==> config.mk <==
export PLATFORM = sky130hd
export DESIGN_NAME = cacheram_arb_flat
export DESIGN_NICKNAME = d
export VERILOG_FILES = /design/src/rtl/cacheram_arb_pkg.sv /design/src/rtl/cacheram_arb_if.sv /design/src/rtl/cacheram_arb_rr_arb2.sv /design/src/rtl/cacheram_arb.sv /design/src/flat_wrapper.sv
export SDC_FILE = /design/constraint.sdc
export NUM_CORES = 1
export LEC_CHECK = 0
export BUFFER_PORTS_ARGS = -buffer_cell sky130_fd_sc_hd__clkbuf_2
export CORE_AREA = 2 2 340 342
export DETAILED_ROUTE_END_ITERATION = 16
export DIE_AREA = 0 0 342 344
export HOLD_SLACK_MARGIN = 0.1
export SLEW_MARGIN = 20
export SYNTH_ARGS = -nofsm -noshare
export SYNTH_HDL_FRONTEND = slang
export SYNTH_SLANG_ARGS = --single-unit
==> constraint.sdc <==
create_clock -name clk -period 1.7 [get_ports clk]
set_input_delay 0.17 -clock clk [delete_from_list [all_inputs] [get_ports clk]]
set_output_delay 0.17 -clock clk [all_outputs]
set_load 0.02 [all_outputs]
==> src/rtl/cacheram_arb_pkg.sv <==
// Shared definitions for the two-port cache RAM arbiter: lock state encodings
// and requester index constants.
package cacheram_arb_pkg;

  typedef enum logic [1:0] {
    IDLE     = 2'd0,
    LOCKED_0 = 2'd1,
    LOCKED_1 = 2'd2
  } arb_state_e;

  localparam int REQ_P0 = 0;
  localparam int REQ_P1 = 1;

endpackage

==> src/rtl/cacheram_arb_if.sv <==
// One requester port of the cache RAM arbiter.
// Handshake: the requester raises req with lock/we/addr/bsel/dataw and holds all
// of them stable until gnt; an access is accepted in any cycle with req && gnt.
// rvalid pulses one cycle after an accepted read, with datar valid in that cycle.
interface cacheram_arb_if #(
  parameter int AW       = 11,
  parameter int BYTE_NUM = 16
);
  localparam int DW = BYTE_NUM * 8;

  logic                req;
  logic                lock;
  logic                we;
  logic [AW-1:0]       addr;
  logic [BYTE_NUM-1:0] bsel;
  logic [DW-1:0]       dataw;
  logic                gnt;
  logic                rvalid;
  logic [DW-1:0]       datar;

  modport master (output req, lock, we, addr, bsel, dataw, input gnt, rvalid, datar);
  modport slave  (input req, lock, we, addr, bsel, dataw, output gnt, rvalid, datar);

endinterface

==> src/rtl/cacheram_arb_rr_arb2.sv <==
// Two-way round-robin selector: on contention the requester that did not win
// last time (last = index of previous winner) is chosen; output is one-hot.
module rr_arb2 (
  input  logic [1:0] req,
  input  logic       last,
  output logic [1:0] gnt
);

  always_comb begin
    gnt = req;
    if (req == 2'b11) gnt = last ? 2'b01 : 2'b10;
  end

endmodule

==> src/rtl/cacheram_arb.sv <==
// Two-requester arbiter in front of a single-port synchronous cache RAM, with
// grant locking. Optional macro CACHERAM_ARB_RHOLD_EN holds read data between reads.
module cacheram_arb
  import cacheram_arb_pkg::*;
#(
  parameter int DEEPTH   = 2048,
  parameter int BYTE_NUM = 16,
  localparam int AW = $clog2(DEEPTH),
  localparam int DW = BYTE_NUM * 8
) (
  input  logic                clk,
  input  logic                rst,
  cacheram_arb_if.slave       p0,
  cacheram_arb_if.slave       p1,
  output logic                ram_ce,
  output logic                ram_we,
  output logic [AW-1:0]       ram_addr,
  output logic [BYTE_NUM-1:0] ram_bsel,
  output logic [DW-1:0]       ram_dataw,
  input  logic [DW-1:0]       ram_datar,
  output arb_state_e          state
);

  arb_state_e state_d;
  logic       last;
  logic [1:0] rd_pend;
  logic [1:0] rr_gnt;
  logic [1:0] gnt;
  logic [1:0] rvalid;
  logic       lock_keep0;
  logic       lock_keep1;

  rr_arb2 u_rr (
    .req  ({p1.req, p0.req}),
    .last (last),
    .gnt  (rr_gnt)
  );

  always_ff @(posedge clk) begin
    if (rst) begin
      state   <= IDLE;
      last    <= 1'b1;
      rd_pend <= '0;
    end else begin
      state <= state_d;
      if (|gnt) last <= gnt[REQ_P1];
      rd_pend <= {gnt[REQ_P1] & ~p1.we, gnt[REQ_P0] & ~p0.we};
    end
  end

  // A lock only survives while its owner keeps both req and lock high;
  // otherwise the cycle is arbitrated exactly as in IDLE.
  always_comb begin
    lock_keep0 = (state == LOCKED_0) && p0.req && p0.lock;
    lock_keep1 = (state == LOCKED_1) && p1.req && p1.lock;
    gnt        = '0;
    if (!rst) begin
      if (lock_keep0)      gnt = 2'b01;
      else if (lock_keep1) gnt = 2'b10;
      else                 gnt = rr_gnt;
    end
    state_d = IDLE;
    if (gnt[REQ_P0] && p0.lock)      state_d = LOCKED_0;
    else if (gnt[REQ_P1] && p1.lock) state_d = LOCKED_1;
  end

  always_comb begin
    rvalid    = rd_pend & {2{~rst}};
    ram_ce    = |gnt;
    ram_we    = 1'b0;
    ram_addr  = '0;
    ram_bsel  = '0;
    ram_dataw = '0;
    if (gnt[REQ_P0]) begin
      ram_we    = p0.we;
      ram_addr  = p0.addr;
      ram_bsel  = p0.bsel;
      ram_dataw = p0.dataw;
    end else if (gnt[REQ_P1]) begin
      ram_we    = p1.we;
      ram_addr  = p1.addr;
      ram_bsel  = p1.bsel;
      ram_dataw = p1.dataw;
    end
  end

  assign p0.gnt    = gnt[REQ_P0];
  assign p1.gnt    = gnt[REQ_P1];
  assign p0.rvalid = rvalid[REQ_P0];
  assign p1.rvalid = rvalid[REQ_P1];

`ifdef CACHERAM_ARB_RHOLD_EN
  logic [DW-1:0] datar_q0;
  logic [DW-1:0] datar_q1;

  always_ff @(posedge clk) begin
    if (rst) begin
      datar_q0 <= '0;
      datar_q1 <= '0;
    end else begin
      if (rvalid[REQ_P0]) datar_q0 <= ram_datar;
      if (rvalid[REQ_P1]) datar_q1 <= ram_datar;
    end
  end

  assign p0.datar = rvalid[REQ_P0] ? ram_datar : datar_q0;
  assign p1.datar = rvalid[REQ_P1] ? ram_datar : datar_q1;
`else
  assign p0.datar = ram_datar;
  assign p1.datar = ram_datar;
`endif

endmodule
==> src/flat_wrapper.sv <==
// flat-port wrapper written by rule: the top's interface ports become plain ports
module cacheram_arb_flat import cacheram_arb_pkg::*;
#(
  parameter int DEEPTH   = 2048,
  parameter int BYTE_NUM = 16,
  localparam int AW = $clog2(DEEPTH),
  localparam int DW = BYTE_NUM * 8
)
  (clk, rst, ram_ce, ram_we, ram_addr, ram_bsel, ram_dataw, ram_datar, state, p0_req, p0_lock, p0_we, p0_addr, p0_bsel, p0_dataw, p0_gnt, p0_rvalid, p0_datar, p1_req, p1_lock, p1_we, p1_addr, p1_bsel, p1_dataw, p1_gnt, p1_rvalid, p1_datar);
  cacheram_arb_if #(.BYTE_NUM(BYTE_NUM)) p0_i ();
  cacheram_arb_if #(.BYTE_NUM(BYTE_NUM)) p1_i ();
  input  logic clk;
  input  logic rst;
  output logic ram_ce;
  output logic ram_we;
  output logic [AW-1:0] ram_addr;
  output logic [BYTE_NUM-1:0] ram_bsel;
  output logic [DW-1:0] ram_dataw;
  input  logic [DW-1:0] ram_datar;
  output arb_state_e state;
  input wire logic [$bits(p0_i.req)-1:0] p0_req;
  input wire logic [$bits(p0_i.lock)-1:0] p0_lock;
  input wire logic [$bits(p0_i.we)-1:0] p0_we;
  input wire logic [$bits(p0_i.addr)-1:0] p0_addr;
  input wire logic [$bits(p0_i.bsel)-1:0] p0_bsel;
  input wire logic [$bits(p0_i.dataw)-1:0] p0_dataw;
  output wire logic [$bits(p0_i.gnt)-1:0] p0_gnt;
  output wire logic [$bits(p0_i.rvalid)-1:0] p0_rvalid;
  output wire logic [$bits(p0_i.datar)-1:0] p0_datar;
  input wire logic [$bits(p1_i.req)-1:0] p1_req;
  input wire logic [$bits(p1_i.lock)-1:0] p1_lock;
  input wire logic [$bits(p1_i.we)-1:0] p1_we;
  input wire logic [$bits(p1_i.addr)-1:0] p1_addr;
  input wire logic [$bits(p1_i.bsel)-1:0] p1_bsel;
  input wire logic [$bits(p1_i.dataw)-1:0] p1_dataw;
  output wire logic [$bits(p1_i.gnt)-1:0] p1_gnt;
  output wire logic [$bits(p1_i.rvalid)-1:0] p1_rvalid;
  output wire logic [$bits(p1_i.datar)-1:0] p1_datar;
  assign p0_i.req = p0_req;
  assign p0_i.lock = p0_lock;
  assign p0_i.we = p0_we;
  assign p0_i.addr = p0_addr;
  assign p0_i.bsel = p0_bsel;
  assign p0_i.dataw = p0_dataw;
  assign p0_gnt = p0_i.gnt;
  assign p0_rvalid = p0_i.rvalid;
  assign p0_datar = p0_i.datar;
  assign p1_i.req = p1_req;
  assign p1_i.lock = p1_lock;
  assign p1_i.we = p1_we;
  assign p1_i.addr = p1_addr;
  assign p1_i.bsel = p1_bsel;
  assign p1_i.dataw = p1_dataw;
  assign p1_gnt = p1_i.gnt;
  assign p1_rvalid = p1_i.rvalid;
  assign p1_datar = p1_i.datar;
  cacheram_arb #(.DEEPTH(DEEPTH), .BYTE_NUM(BYTE_NUM)) u_core (.clk(clk), .rst(rst), .p0(p0_i), .p1(p1_i), .ram_ce(ram_ce), .ram_we(ram_we), .ram_addr(ram_addr), .ram_bsel(ram_bsel), .ram_dataw(ram_dataw), .ram_datar(ram_datar), .state(state));
endmodule
# Word-level counts from Yosys, hierarchy flattened
# Index checks and enable logic that the tools add are counted.
# totals
register_bits,5
latchBits,0
ramBits,0
rom_bits,0
in_bits,446
mem_count,0
# classes
add_sub_neg,0
mul,0
div_mod_pow,0
n_lt_le_gt_ge,0
n_eq_ne,3
shifts,0
muxes,15
bitwise_logic,6
reduce_logical,8
# op_table
op,n
$mux 128,2
$mux 16,2
$mux 11,2
$mux 2,6
$logic_and 1x1->1,6
$eq 2x2->1 const B,2
$reduce_or 2->1,2
$mux 1,3
$not 1->1,3
$and 1x1->1,2
$and 2x2->2,1
$eq 2x1->1 const B,1

# Longest topological paths before layout
# logic_depth
ltp_word,9
mapped_depth,6

# Modules after synthesis
# A second synthesis with hierarchy kept.
# unflattened
hier_cells,1034
hier_area_um2,6790.3
# by_module_without_submodules
module,n_inst,cells_each,area_per_inst_um2
cacheram_arb,1,1031,6771.5
rr_arb2,1,3,18.8

# Worst setup path after synthesis
# OpenSTA, ideal clock, no wires.
# synth_timing
path_type,reg2out
startpoint,register u_core.state[1]
endpoint,output ram_dataw[97]
arrival_time_ps,1537
required_time_ps,1530
setup_slack_ps,-7
path_stages_with_launch,6
n_path_buf,2
path_cell_list,dfxtp_1 > and2b_1 > buf_4 > clkbuf_1 > o211ai_1 > o2bb2ai_1
# synth_between
elab_chain_len,8
elab_cells_between_ends,11
classes_between,eq/ne: 2; mux: 5; reduce/logical: 4
# synth_lines
element,line,source
start: declaration,cacheram_arb.sv:21,output arb_state_e state
start signal: assignment,cacheram_arb.sv:45,state <= state_d;
$eq 2x2->1,cacheram_arb.sv:55,lock_keep1 = (state == LOCKED_1) && p1.req && p1.lock;
$logic_and 1x1->1 (2 in a row),cacheram_arb.sv:55,
$mux 2,cacheram_arb.sv:59,else if (lock_keep1) gnt = 2'b10;
$mux 2 (*),cacheram_arb.sv:58,if (lock_keep0) gnt = 2'b01;
$mux 2 (*),cacheram_arb.sv:57,if (!rst) begin
$mux 128,cacheram_arb.sv:79,end else if (gnt[REQ_P1]) begin
$mux 128 (*),cacheram_arb.sv:74,if (gnt[REQ_P0]) begin
end: declaration,flat_wrapper.sv:18,output logic [DW-1:0] ram_dataw;
# Mark *: on every way between the ends. The rest lies on a longest branch, timed or not.

# Worst setup path after layout
# layout_timing
startpoint,register u_core.last
endpoint,output ram_dataw[11]
# layout_between
elab_chain_len,7
# layout_lines
element,line,source
start: declaration,cacheram_arb.sv:25,logic last;
start signal: assignment,cacheram_arb.sv:46,if (|gnt) last <= gnt[REQ_P1];
$mux 2 (*) (2 in a row),cacheram_arb_rr_arb2.sv:11,if (req == 2'b11) gnt = last ? 2'b01 : 2'b10;
$mux 2 (*),cacheram_arb.sv:59,
$mux 2 (*),cacheram_arb.sv:58,
$mux 2 (*),cacheram_arb.sv:57,
$mux 128,cacheram_arb.sv:79,
$mux 128 (*),cacheram_arb.sv:74,
# Marks and branches as above.

==> impl_metrics.json <==
{
  "finalHoldViolCount": 0,
  "die_area_um2": 118000,
  "violations": "negative setup slack",
  "synthMuxAreaShare_pct": 0,
  "power_mw": 3.89,
  "leakage_nw": 4.22,
  "grt_setup_unrepaired": "yes",
  "vias": 7101,
  "critPathLaunchType": "flop",
  "rows": 124,
  "dieHeight_um": 344,
  "grt_max_degree": 32,
  "cts_buffers": 3,
  "routed_wl_mm": 69.4,
  "reg2regPathDepth": 7,
  "max-slew-margin-rel_pct": 58.8,
  "firstDrtPassIters": 5,
  "met3_usage_pct": 8.33,
  "synthXorXnorAreaFrac_pct": 0,
  "critPathBufInv": 5,
  "numClockSinks": 5,
  "clockBufferDepth": 2,
  "synth.net_count": 1130,
  "grt_use_met2_pct": 16.2,
  "layout_common_cells": "clkbuf_2, o211ai_1, buf_4",
  "wire_per_inst_um": 28.0,
  "drc": 0,
  "finish.instance_area_um2": 11300,
  "synth-seq-cells": 5,
  "post-route-period-util_pct": 125,
  "synth-simple-area-share_pct": 2.00,
  "pin_count": 865,
  "synth_cell_types": 23,
  "combPwrFrac_pct": 86.7,
  "root_buffer": "clkbuf_16",
  "finalWorstSetupSlack_ps": -420,
  "synth-compound-area-share_pct": 50.2,
  "pwr-share-seq_pct": 3.3,
  "synth_top_family_by_area": "compound AO/OA/AOI/OAI gates",
  "clkPwrFrac_pct": 10.0,
  "drv_cap": 0,
  "ant_nets": 0,
  "overflow": 0,
  "yosysWarnings": 0,
  "clkTransAtPathRegs_ps": 30,
  "crit_start": "u_core.last$_SDFFE_PP1P_",
  "cp.arrival_ps": 1950,
  "synth_fa_ha_area_share_pct": 0,
  "grt_busiest_layer": "met2",
  "cp_max_fo": 10,
  "drive_gt1_share_pct": 75.0,
  "grt_pass1_wl_mm": 80.2,
  "critical_path.cell_chain": "buf_6, nand2b_4, buf_12, buf_12, clkbuf_16, o211ai_1, o2bb2ai_1, buf_2",
  "pwr_density_cell_nw_per_um2": 344,
  "reg2reg_slack_ps": 80,
  "numPortBuffers": 480,
  "first_global_vias": 6987,
  "clk_latency_ps": 230,
  "path_class": "reg2out",
  "fmax_mhz": 472,
  "outcome": "complete, but fails checks",
  "layout_commonest_cell": "clkbuf_2",
  "required_ps": 1530,
  "worst_slew_pin_slew_ps": 615,
  "crit_path_frequent_cell": "buf_12",
  "initial_core_util_pct": 4.61,
  "postSynthCellCount": 684,
  "syn_avg_cell_area_um2": 7.68,
  "placed_area_um2": 8670,
  "fin_util_pct": 9.93,
  "cts_max_level": 1,
  "min_period_ps": 2120,
  "end_kind": "primary output",
  "hold_class": "in2reg",
  "die_w_um": 342,
  "hold_ws_ps": 127,
  "first_iter_violations": 325,
  "gp_routability_congestion": 0.791,
  "crit_path_max_incr_delay_ps": 340,
  "viasPerCell": 2.86,
  "cpLargestDelayFamily": "buffers and inverters",
  "cell_internal_pwr_mw": 2.00,
  "antenna_found_initial": 44,
  "core_um2": 114000,
  "r2r_end": "u_core.last$_SDFFE_PP1P_",
  "yosysSeqAreaShare_pct": 1.91,
  "areaGrowthSynthToFinish_pct": 115,
  "synth_area_um2": 5250,
  "fin_nets": 1411,
  "rr_startpoint": "u_core.state[1]$_SDFF_PP0_",
  "cp.depth": 8,
  "cts_tree": "done",
  "dpl.hpwl_mm": 58.4,
  "cts_hold_buffers": 0,
  "setup_viol": 157,
  "switchingPower_mw": 1.89,
  "drv_slew": 0,
  "sw_frac_of_total_pct": 48.5,
  "finalClockSkew_ps": 1.32,
  "grtUsageTotal_pct": 10.7,
  "crit_end": "ram_dataw[11]",
  "use_met1_pct": 11.4,
  "peakVddDrop_v": 0.000270,
  "cp_slowest_cell": "o211ai_1"
}
worst register-to-register path, stage by stage, from the launching register on:
cell and delay (ps):
dfxtp_2 330, and2b_4 310, buf_6 140, clkbuf_16 180
buf_12 140, o221ai_4 120, buf_4 160, o21bai_1 140
Yosys cell counts (all sizes together):
| library cell | count | area (um2) |
|---|---|---|
| clkbuf | 33 | 124 |
| dfxtp | 5 | 100 |
| and2b | 2 | 15.0 |
| and2 | 1 | 6.26 |
| nor3 | 1 | 5.00 |
| nand2 | 2 | 7.51 |
| inv | 2 | 7.51 |
| o21bai | 1 | 7.51 |
| o2bb2ai | 156 | 1430 |
| nand4b | 1 | 8.76 |
| o221ai | 1 | 8.76 |
| and3b | 1 | 8.76 |
| a21boi | 1 | 7.51 |
| o211ai | 156 | 1170 |
| o2111a | 1 | 11.3 |
| nand2b | 2 | 12.5 |
| nor2b | 3 | 18.8 |
| nor2 | 6 | 22.5 |
| buf | 309 | 2280 |
metal layers:
metal | part of all wire, % | vias up
li1 | - | 2937
met4 | 3.6 | 78
met1 | 36 | 3229
met2 | 43 | 671
met5 | 0.76 | -
met3 | 17 | 186
kinds of logic (layout without fill, tap and decap cells):
group,Yosys count,after routing
other,0,6
AOI/OAI and AO/OA,316,316
and+or+nand+nor,19,19
buffers and inverters,344,624
DFF,5,5
power by group through the flow:
stage / Combinational [mW] / Sequential (mW) / Clock (mW)
floorplan: 1.85 / 0.131 / 0
global placement: 2.61 / 0.128 / 0
detailed placement: 2.62 / 0.129 / 0
CTS: 3.26 / 0.128 / 0.395
global route: 3.56 / 0.129 / 0.402
finish: 3.37 / 0.128 / 0.389
registers in the layout, summed over array words and instances (netlist names):
register and count:
u_core.rd_pend 2, u_core.state 2, u_core.last 1
through the flow:
stage               std cells  setup slack [ps]  TNS, ps
finish                   2482              -420   -48550
global route             2480              -433   -56100
CTS                      2460              -431   -47670
detailed placement       2425              -413   -17230
global placement         2425              -417   -11290
floorplan                 684              60.6        0
worst min path at each step:
stage                        start                            to  slack, ps  depth (start not counted)
finish                       p0_we  u_core.rd_pend[0]$_SDFF_PP0_        130                          2
global route                 p1_we  u_core.rd_pend[1]$_SDFF_PP0_        140                          2
CTS                          p1_we  u_core.rd_pend[1]$_SDFF_PP0_        130                          2
detailed placement  ram_datar[107]                 p0_datar[107]        340                          0
global placement    ram_datar[107]                 p0_datar[107]        340                          0
floorplan                    p1_we  u_core.rd_pend[1]$_SDFF_PP0_        240                          1
layout make-up:
cell class / count / area [um2]
fillers: 13207 / 103000
repair buffers: 618 / 5570
multi-input cells: 335 / 3640
well taps: 1512 / 1890
flip-flops and latches: 5 / 104
clock buffers: 4 / 78.8
diodes: 6 / 15.0
inverters: 2 / 7.51
repair_timing:
item	CTS	global route
gates resized for setup	297	119
pin swaps	11	19
setup buffers	21	11
setup endpoints to repair	157	158
cloned	10	10
Power figures use the tool's default switching activity.
